### src/rtl/sparse_vec_encoder_if.sv
// Handshake bundle between the dense-element producer, the sparse encoder
// and the MVM token consumer. The encoder uses the slave modport; the
// surrounding environment (producer + consumer) uses the master modport.
interface sparse_vec_encoder_if #(
  parameter int DATA_W = 8,
  parameter int IDX_W  = 3
);
  logic              in_valid;
  logic              in_ready;
  logic [DATA_W-1:0] in_data;
  logic              out_valid;
  logic              out_ready;
  logic [IDX_W-1:0]  out_idx;
  logic [DATA_W-1:0] out_val;
  logic              out_last;
  logic              out_zero_vec;
  logic [IDX_W:0]    out_nnz;

  modport master (
    output in_valid, in_data, out_ready,
    input  in_ready, out_valid, out_idx, out_val, out_last, out_zero_vec, out_nnz
  );

  modport slave (
    input  in_valid, in_data, out_ready,
    output in_ready, out_valid, out_idx, out_val, out_last, out_zero_vec, out_nnz
  );
endinterface

### src/rtl/sparse_vec_encoder.sv
// Sparse vector encoder: accepts a dense vector one element per cycle,
// drops zeros and emits (index, value) tokens for the nonzero elements.
// One nonzero is held back in a pending slot so the final token of a vector
// can be tagged last together with the vector's nonzero count.
module sparse_vec_encoder #(
  parameter int VEC_LEN = 8,
  parameter int DATA_W  = 8,
  parameter int IDX_W   = 3
) (
  input logic                  clk,
  input logic                  rst,
  sparse_vec_encoder_if.slave  bus
);

  typedef enum logic {RUN = 1'b0, FLUSH = 1'b1} state_t;

  localparam logic [IDX_W-1:0] LAST_POS = IDX_W'(VEC_LEN - 1);

  state_t            state_q, state_d;
  logic [IDX_W-1:0]  pos_q, pos_d;
  logic              pend_v_q, pend_v_d;
  logic [IDX_W-1:0]  pend_idx_q, pend_idx_d;
  logic [DATA_W-1:0] pend_val_q, pend_val_d;
  logic [IDX_W:0]    nnz_q, nnz_d;

  logic              out_valid_q, out_valid_d;
  logic [IDX_W-1:0]  out_idx_q, out_idx_d;
  logic [DATA_W-1:0] out_val_q, out_val_d;
  logic              out_last_q, out_last_d;
  logic              out_zero_vec_q, out_zero_vec_d;
  logic [IDX_W:0]    out_nnz_q, out_nnz_d;

  logic out_free;
  logic in_ready;
  logic accept;
  logic nonzero;

  // The output slot can take a new token when empty or being drained now.
  assign out_free = !out_valid_q || bus.out_ready;
  assign in_ready = !rst && (state_q == RUN) && out_free;
  assign accept   = bus.in_valid && in_ready;
  assign nonzero  = |bus.in_data;

  assign bus.in_ready     = in_ready;
  assign bus.out_valid    = out_valid_q;
  assign bus.out_idx      = out_idx_q;
  assign bus.out_val      = out_val_q;
  assign bus.out_last     = out_last_q;
  assign bus.out_zero_vec = out_zero_vec_q;
  assign bus.out_nnz      = out_nnz_q;

  // Next-state: element intake in RUN, final-token emission in FLUSH.
  always_comb begin
    state_d        = state_q;
    pos_d          = pos_q;
    pend_v_d       = pend_v_q;
    pend_idx_d     = pend_idx_q;
    pend_val_d     = pend_val_q;
    nnz_d          = nnz_q;
    out_valid_d    = out_valid_q;
    out_idx_d      = out_idx_q;
    out_val_d      = out_val_q;
    out_last_d     = out_last_q;
    out_zero_vec_d = out_zero_vec_q;
    out_nnz_d      = out_nnz_q;

    if (out_valid_q && bus.out_ready) begin
      out_valid_d = 1'b0;
    end

    case (state_q)
      RUN: begin
        if (accept) begin
          if (nonzero) begin
            nnz_d = nnz_q + (IDX_W+1)'(1);
            if (pend_v_q) begin
              // A newer nonzero proves the pending one is not the last.
              out_valid_d    = 1'b1;
              out_idx_d      = pend_idx_q;
              out_val_d      = pend_val_q;
              out_last_d     = 1'b0;
              out_zero_vec_d = 1'b0;
              out_nnz_d      = '0;
            end
            pend_v_d   = 1'b1;
            pend_idx_d = pos_q;
            pend_val_d = bus.in_data;
          end
          if (pos_q == LAST_POS) begin
            pos_d   = '0;
            state_d = FLUSH;
          end else begin
            pos_d = pos_q + IDX_W'(1);
          end
        end
      end
      FLUSH: begin
        if (out_free) begin
          out_valid_d = 1'b1;
          out_last_d  = 1'b1;
          if (pend_v_q) begin
            out_idx_d      = pend_idx_q;
            out_val_d      = pend_val_q;
            out_zero_vec_d = 1'b0;
            out_nnz_d      = nnz_q;
          end else begin
            // All-zero vector still produces one marker token.
            out_idx_d      = '0;
            out_val_d      = '0;
            out_zero_vec_d = 1'b1;
            out_nnz_d      = '0;
          end
          pend_v_d = 1'b0;
          nnz_d    = '0;
          state_d  = RUN;
        end
      end
      default: state_d = RUN;
    endcase
  end

  // Control state and output register, cleared by reset.
  always_ff @(posedge clk) begin
    if (rst) begin
      state_q        <= RUN;
      pos_q          <= '0;
      pend_v_q       <= 1'b0;
      nnz_q          <= '0;
      out_valid_q    <= 1'b0;
      out_idx_q      <= '0;
      out_val_q      <= '0;
      out_last_q     <= 1'b0;
      out_zero_vec_q <= 1'b0;
      out_nnz_q      <= '0;
    end else begin
      state_q        <= state_d;
      pos_q          <= pos_d;
      pend_v_q       <= pend_v_d;
      nnz_q          <= nnz_d;
      out_valid_q    <= out_valid_d;
      out_idx_q      <= out_idx_d;
      out_val_q      <= out_val_d;
      out_last_q     <= out_last_d;
      out_zero_vec_q <= out_zero_vec_d;
      out_nnz_q      <= out_nnz_d;
    end
  end

  // Pending payload; only meaningful while pend_v_q is set.
  always_ff @(posedge clk) begin
    pend_idx_q <= pend_idx_d;
    pend_val_q <= pend_val_d;
  end

endmodule

### src/flat_wrapper.sv
// flat-port wrapper written by rule: the top's interface ports become plain ports
module sparse_vec_encoder_flat 
#(
  parameter int VEC_LEN = 8,
  parameter int DATA_W  = 8,
  parameter int IDX_W   = 3
)
  (clk, rst, bus_in_valid, bus_in_data, bus_out_ready, bus_in_ready, bus_out_valid, bus_out_idx, bus_out_val, bus_out_last, bus_out_zero_vec, bus_out_nnz);
  sparse_vec_encoder_if #(.DATA_W(DATA_W), .IDX_W(IDX_W)) bus_i ();
  input logic clk;
  input logic rst;
  input wire logic [$bits(bus_i.in_valid)-1:0] bus_in_valid;
  input wire logic [$bits(bus_i.in_data)-1:0] bus_in_data;
  input wire logic [$bits(bus_i.out_ready)-1:0] bus_out_ready;
  output wire logic [$bits(bus_i.in_ready)-1:0] bus_in_ready;
  output wire logic [$bits(bus_i.out_valid)-1:0] bus_out_valid;
  output wire logic [$bits(bus_i.out_idx)-1:0] bus_out_idx;
  output wire logic [$bits(bus_i.out_val)-1:0] bus_out_val;
  output wire logic [$bits(bus_i.out_last)-1:0] bus_out_last;
  output wire logic [$bits(bus_i.out_zero_vec)-1:0] bus_out_zero_vec;
  output wire logic [$bits(bus_i.out_nnz)-1:0] bus_out_nnz;
  assign bus_i.in_valid = bus_in_valid;
  assign bus_i.in_data = bus_in_data;
  assign bus_i.out_ready = bus_out_ready;
  assign bus_in_ready = bus_i.in_ready;
  assign bus_out_valid = bus_i.out_valid;
  assign bus_out_idx = bus_i.out_idx;
  assign bus_out_val = bus_i.out_val;
  assign bus_out_last = bus_i.out_last;
  assign bus_out_zero_vec = bus_i.out_zero_vec;
  assign bus_out_nnz = bus_i.out_nnz;
  sparse_vec_encoder #(.VEC_LEN(VEC_LEN), .DATA_W(DATA_W), .IDX_W(IDX_W)) u_core (.clk(clk), .rst(rst), .bus(bus_i));
endmodule
### config.mk
export PLATFORM = sky130hd
export DESIGN_NAME = sparse_vec_encoder_flat
export DESIGN_NICKNAME = d
export VERILOG_FILES = /design/src/rtl/sparse_vec_encoder_if.sv /design/src/rtl/sparse_vec_encoder.sv /design/src/flat_wrapper.sv
export SDC_FILE = /design/constraint.sdc
export NUM_CORES = 1
export LEC_CHECK = 0
export CAP_MARGIN = 20
export CORE_MARGIN = 8
export CORE_UTILIZATION = 44
export DETAILED_ROUTE_END_ITERATION = 10
export PLACE_DENSITY_LB_ADDON = 0.05
export SLEW_MARGIN = 20
export SYNTH_ARGS = -nofsm -noshare
export SYNTH_HDL_FRONTEND = slang
export SYNTH_SLANG_ARGS = --single-unit
### constraint.sdc
create_clock -name clk -period 1.42 [get_ports clk]
set_input_delay 0.142 -clock clk [delete_from_list [all_inputs] [get_ports clk]]
set_output_delay 0.142 -clock clk [all_outputs]
set_load 0.02 [all_outputs]
==> results.md <==
- The count of pins on the block boundary is 31.
- The die is between 70 and 80 um wide.
- The mapped netlist covers about 0.0014 mm2.
- Summed over all instances, the cell type with the most area after synthesis is dfxtp_1.
- Counting every net in the synthesized netlist gives 133.
- Summed over all cells, the static leakage comes to ~0.87 nW.
- The root buffer cell is clkbuf_4.
- Ranked by total cell area, the synthesized netlist is headed by dfxtp_1 (38%), edfxtp_1 (23%), a22o_1 (5.5%).
- The post-synthesis register bit count is 38.
- The count of final max-slew check failures is 0.
- Setup violations remaining at the end of the flow were counted as 0.
- TritonCTS built the clock tree.
- The placeable core region is 0.00308 mm2.
- At the pin with the least slew margin, the transition time is around 0.29 ns.
- The die is approximately 73 um tall.
- The number of nets in the layout is about 190.
- After detailed routing, the average wire length per cell comes to 15.4 um.
- The antenna diode count is 0.
- The relative slew slack is 0.808.
- After clock tree synthesis, the clock-pin slew on the worst setup and hold paths is about 0.11 ns.
- The first-pass iteration count of the detailed router is 4.
- The class of the tightest hold or removal check is primary input to register.
- The total number of yosys warnings is 0.
- The total power density per cell area is 962 mW/mm2.
- The total count of hold-check failures in the final report is 0.
- The category of the worst setup path launch point is a register.
- STA puts the critical path data required time at about 1.7 ns.
- The flow ran to the end, and the final reports show no timing, DRC or antenna violations.
- At the end of routability-driven placement, the weighted congestion stood at ~0.84.
- STA classifies the critical path endpoint as a register.
- Buffers inserted to repair hold after CTS numbered 0.
- The global router's overall resource usage is 0.135.
- Max-cap violations in this run came to 0.
- The instance count of the mapped netlist is about 120.
- The detailed router's first-iteration violation count is 62.
- Of all nets on the critical path, the largest fanout is 8.
- In the routed design, unresolved DRC markers number 0.
- The total overflow left after global routing is 0.
- The number of cell rows is 20.
- The share of async-settable or async-resettable flops after synthesis is 0.
- The initial antenna violation count is 0.
- The number of global-route vias before repair is about 1100.
- The relative area change from synthesis to final layout is 42.3%.
- The worst endpoint data arrival time is about 1.7 ns.
- Setup repair after global routing could not meet its margin everywhere.
- The most used flip-flop cell after synthesis is dfxtp_1.
- The final routed wirelength across all metal layers is 3.32 mm.
- The count of unique library cells instantiated by Yosys is 34.
- The synthesized design contains 11 enable-type register cells.
- Final hold analysis gives a worst-case slack of ~0.034 ns.
- The most frequent cell after synthesis is dfxtp_1.
- Counting I/O delays and the setup requirement, the final critical path takes between 1 and 1.5 ns.
- Once detail routing completed, the nets flagged for antenna violations numbered 0.
- The maximum level of the CTS H-tree is 2.
- The clock drives 38 sinks.
- The post-route clock skew is about 0.0059 ns.
- The clock passes through at most 2 buffers.
- Of the cells placed in the final design, the portion with a size suffix greater than 1 is 0.298.
- Of the synthesized area, sequential elements account for 0.611.
- The number of input and output port buffers inserted is 30.
- The die covers approximately 0.0053 mm2.
- The highest clock frequency the design can meet is 0.726 GHz.
- The worst IR drop on VDD is between 700 and 800 uV.
- In the finished design, the share of the clock period the worst path needs comes to 0.970.
- The final core utilization is 0.659.
- The initial utilization of the core area, before any placement, comes to 0.463.
- The type of the worst setup path is register to register.
- The top-area cell type share of the netlist area is 0.379.
- The wire length of the first global-routing pass is ~5.5 mm.
- Detailed placement finished with a half-perimeter wire length of 2.33 mm.
- Entering global routing, the biggest net connects 13 pins.
- After detailed routing, the number of vias per cell comes to approximately 5.2.
- The average instance in the mapped netlist occupies approximately 12 um2.
- In the synthesized netlist, the cells that appear most often are dfxtp_1 (27), edfxtp_1 (11), a22o_1 (9).
- In this run, CTS created clock tree buffers numbering 5.
- The layout has approximately 260 filler cells.
- The via total after detailed routing is between 1000 and 1500.
- The later pin in the worst-skew pair is clocked with a latency of 0.34 ns.
- The final-layout setup total negative slack is 0 ns.
[through the flow]
stage | cell area [um2] | power, mW | worst slack (ns) | cells
final | 2030 | 1.95 | 0.0422 | 215
after detailed placement | 1910 | 1.39 | -0.499 | 204
after global placement | 1910 | 1.39 | -0.461 | 204
after floorplan | 1450 | 1.29 | 0.0254 | 118
after global routing | 2030 | 2.03 | -0.0511 | 215
after CTS | 1980 | 1.97 | 0.00146 | 214
[layout make-up]
cell class,count,area (um2),area share
Multi-Input combinational cell,71,587,0.289
Inverter,3,16.3,0.00802
Clock inverter,1,5.00,0.00247
Sequential cell,38,873,0.431
Tap cell,44,55.1,0.0271
Timing Repair Buffer,51,437,0.215
Clock buffer,7,55.1,0.0271
[power breakdown]
group | total (mW) | internal [mW] | switching (mW)
Sequential | 1.17 | 1.15 | 0.0215
Clock | 0.581 | 0.240 | 0.341
Combinational | 0.197 | 0.0979 | 0.0989
Total | 1.95 | 1.49 | 0.462
[worst max-delay path, cell delays in order (launching register included)]
cell and delay, ns:
dfxtp_2 0.34, nor2b_4 0.20, buf_6 0.14, nor2_4 0.04, a311oi_2 0.27, buf_4 0.21
a22o_1 0.13
[final timing paths]
| check | depth (start not counted) | startpoint | slack [ns] | end |
|---|---|---|---|---|
| setup / recovery | 6 | u_core.bus.out_valid | 0.04 | u_core.bus.out_val[3] |
| hold / removal | 1 | bus_in_data[5] | 0.03 | u_core.pend_val_q[5] |
| setup reg to reg | 6 | u_core.bus.out_valid | 0.04 | u_core.bus.out_val[3] |
| hold reg to reg | 1 | u_core.pend_val_q[6] | 0.47 | u_core.bus.out_val[6] |
[sequential cells by signal (all words and copies together), names as in the netlist, 3 cells and up]
name / flops
u_core.pend_val_q: 8
u_core.bus.out_idx: 3
u_core.pos_q: 3
u_core.bus.out_val: 8
u_core.nnz_q: 4
u_core.pend_idx_q: 3
u_core.bus.out_nnz: 4
[routing by layer]
metal	track usage	part of all wire	up-vias
met1	0.158	0.44	535
met5	0	0	-
met2	0.205	0.46	29
li1	-	-	545
met4	0.0467	0.011	0
met3	0.0701	0.082	5
[cell usage in the layout (no fill, tap or decap), types with 2 or more instances in the layout]
cell type,Yosys,layout
dfxtp_1,27,25
buf_4,2,21
dlygate4sd2_1,0,20
edfxtp_1,11,11
a22o_1,9,9
nand3_1,7,7
clkdlybuf4s50_1,0,7
nand2_1,7,6
nor2_1,7,5
clkbuf_4,0,5
a21oi_1,4,4
mux2i_1,3,3
o22ai_1,4,3
ha_1,3,3
inv_1,3,2
nor2_4,0,2
nor3_1,3,2
xor2_1,2,2
o21ai_0,2,2
dfxtp_2,0,2
[kinds of logic (layout without fill, tap and decap cells)]
group | after synthesis | after routing | share of synthesized area
buf+inv | 10 | 62 | 0.0377
flops | 38 | 38 | 0.611
simple gates | 33 | 33 | 0.122
compound gates | 29 | 30 | 0.169
xor+xnor | 2 | 2 | 0.0123
mux | 3 | 3 | 0.0211
fa+ha+maj | 3 | 3 | 0.0263
[what timing repair did]
item	in CTS	in global routing
resized for setup	34	11
setup buffers	1	1
cloned	1	0
pin swaps	4	7
setup endpoints to repair	35	33
Note: power is estimated with default switching activity, not from simulation.
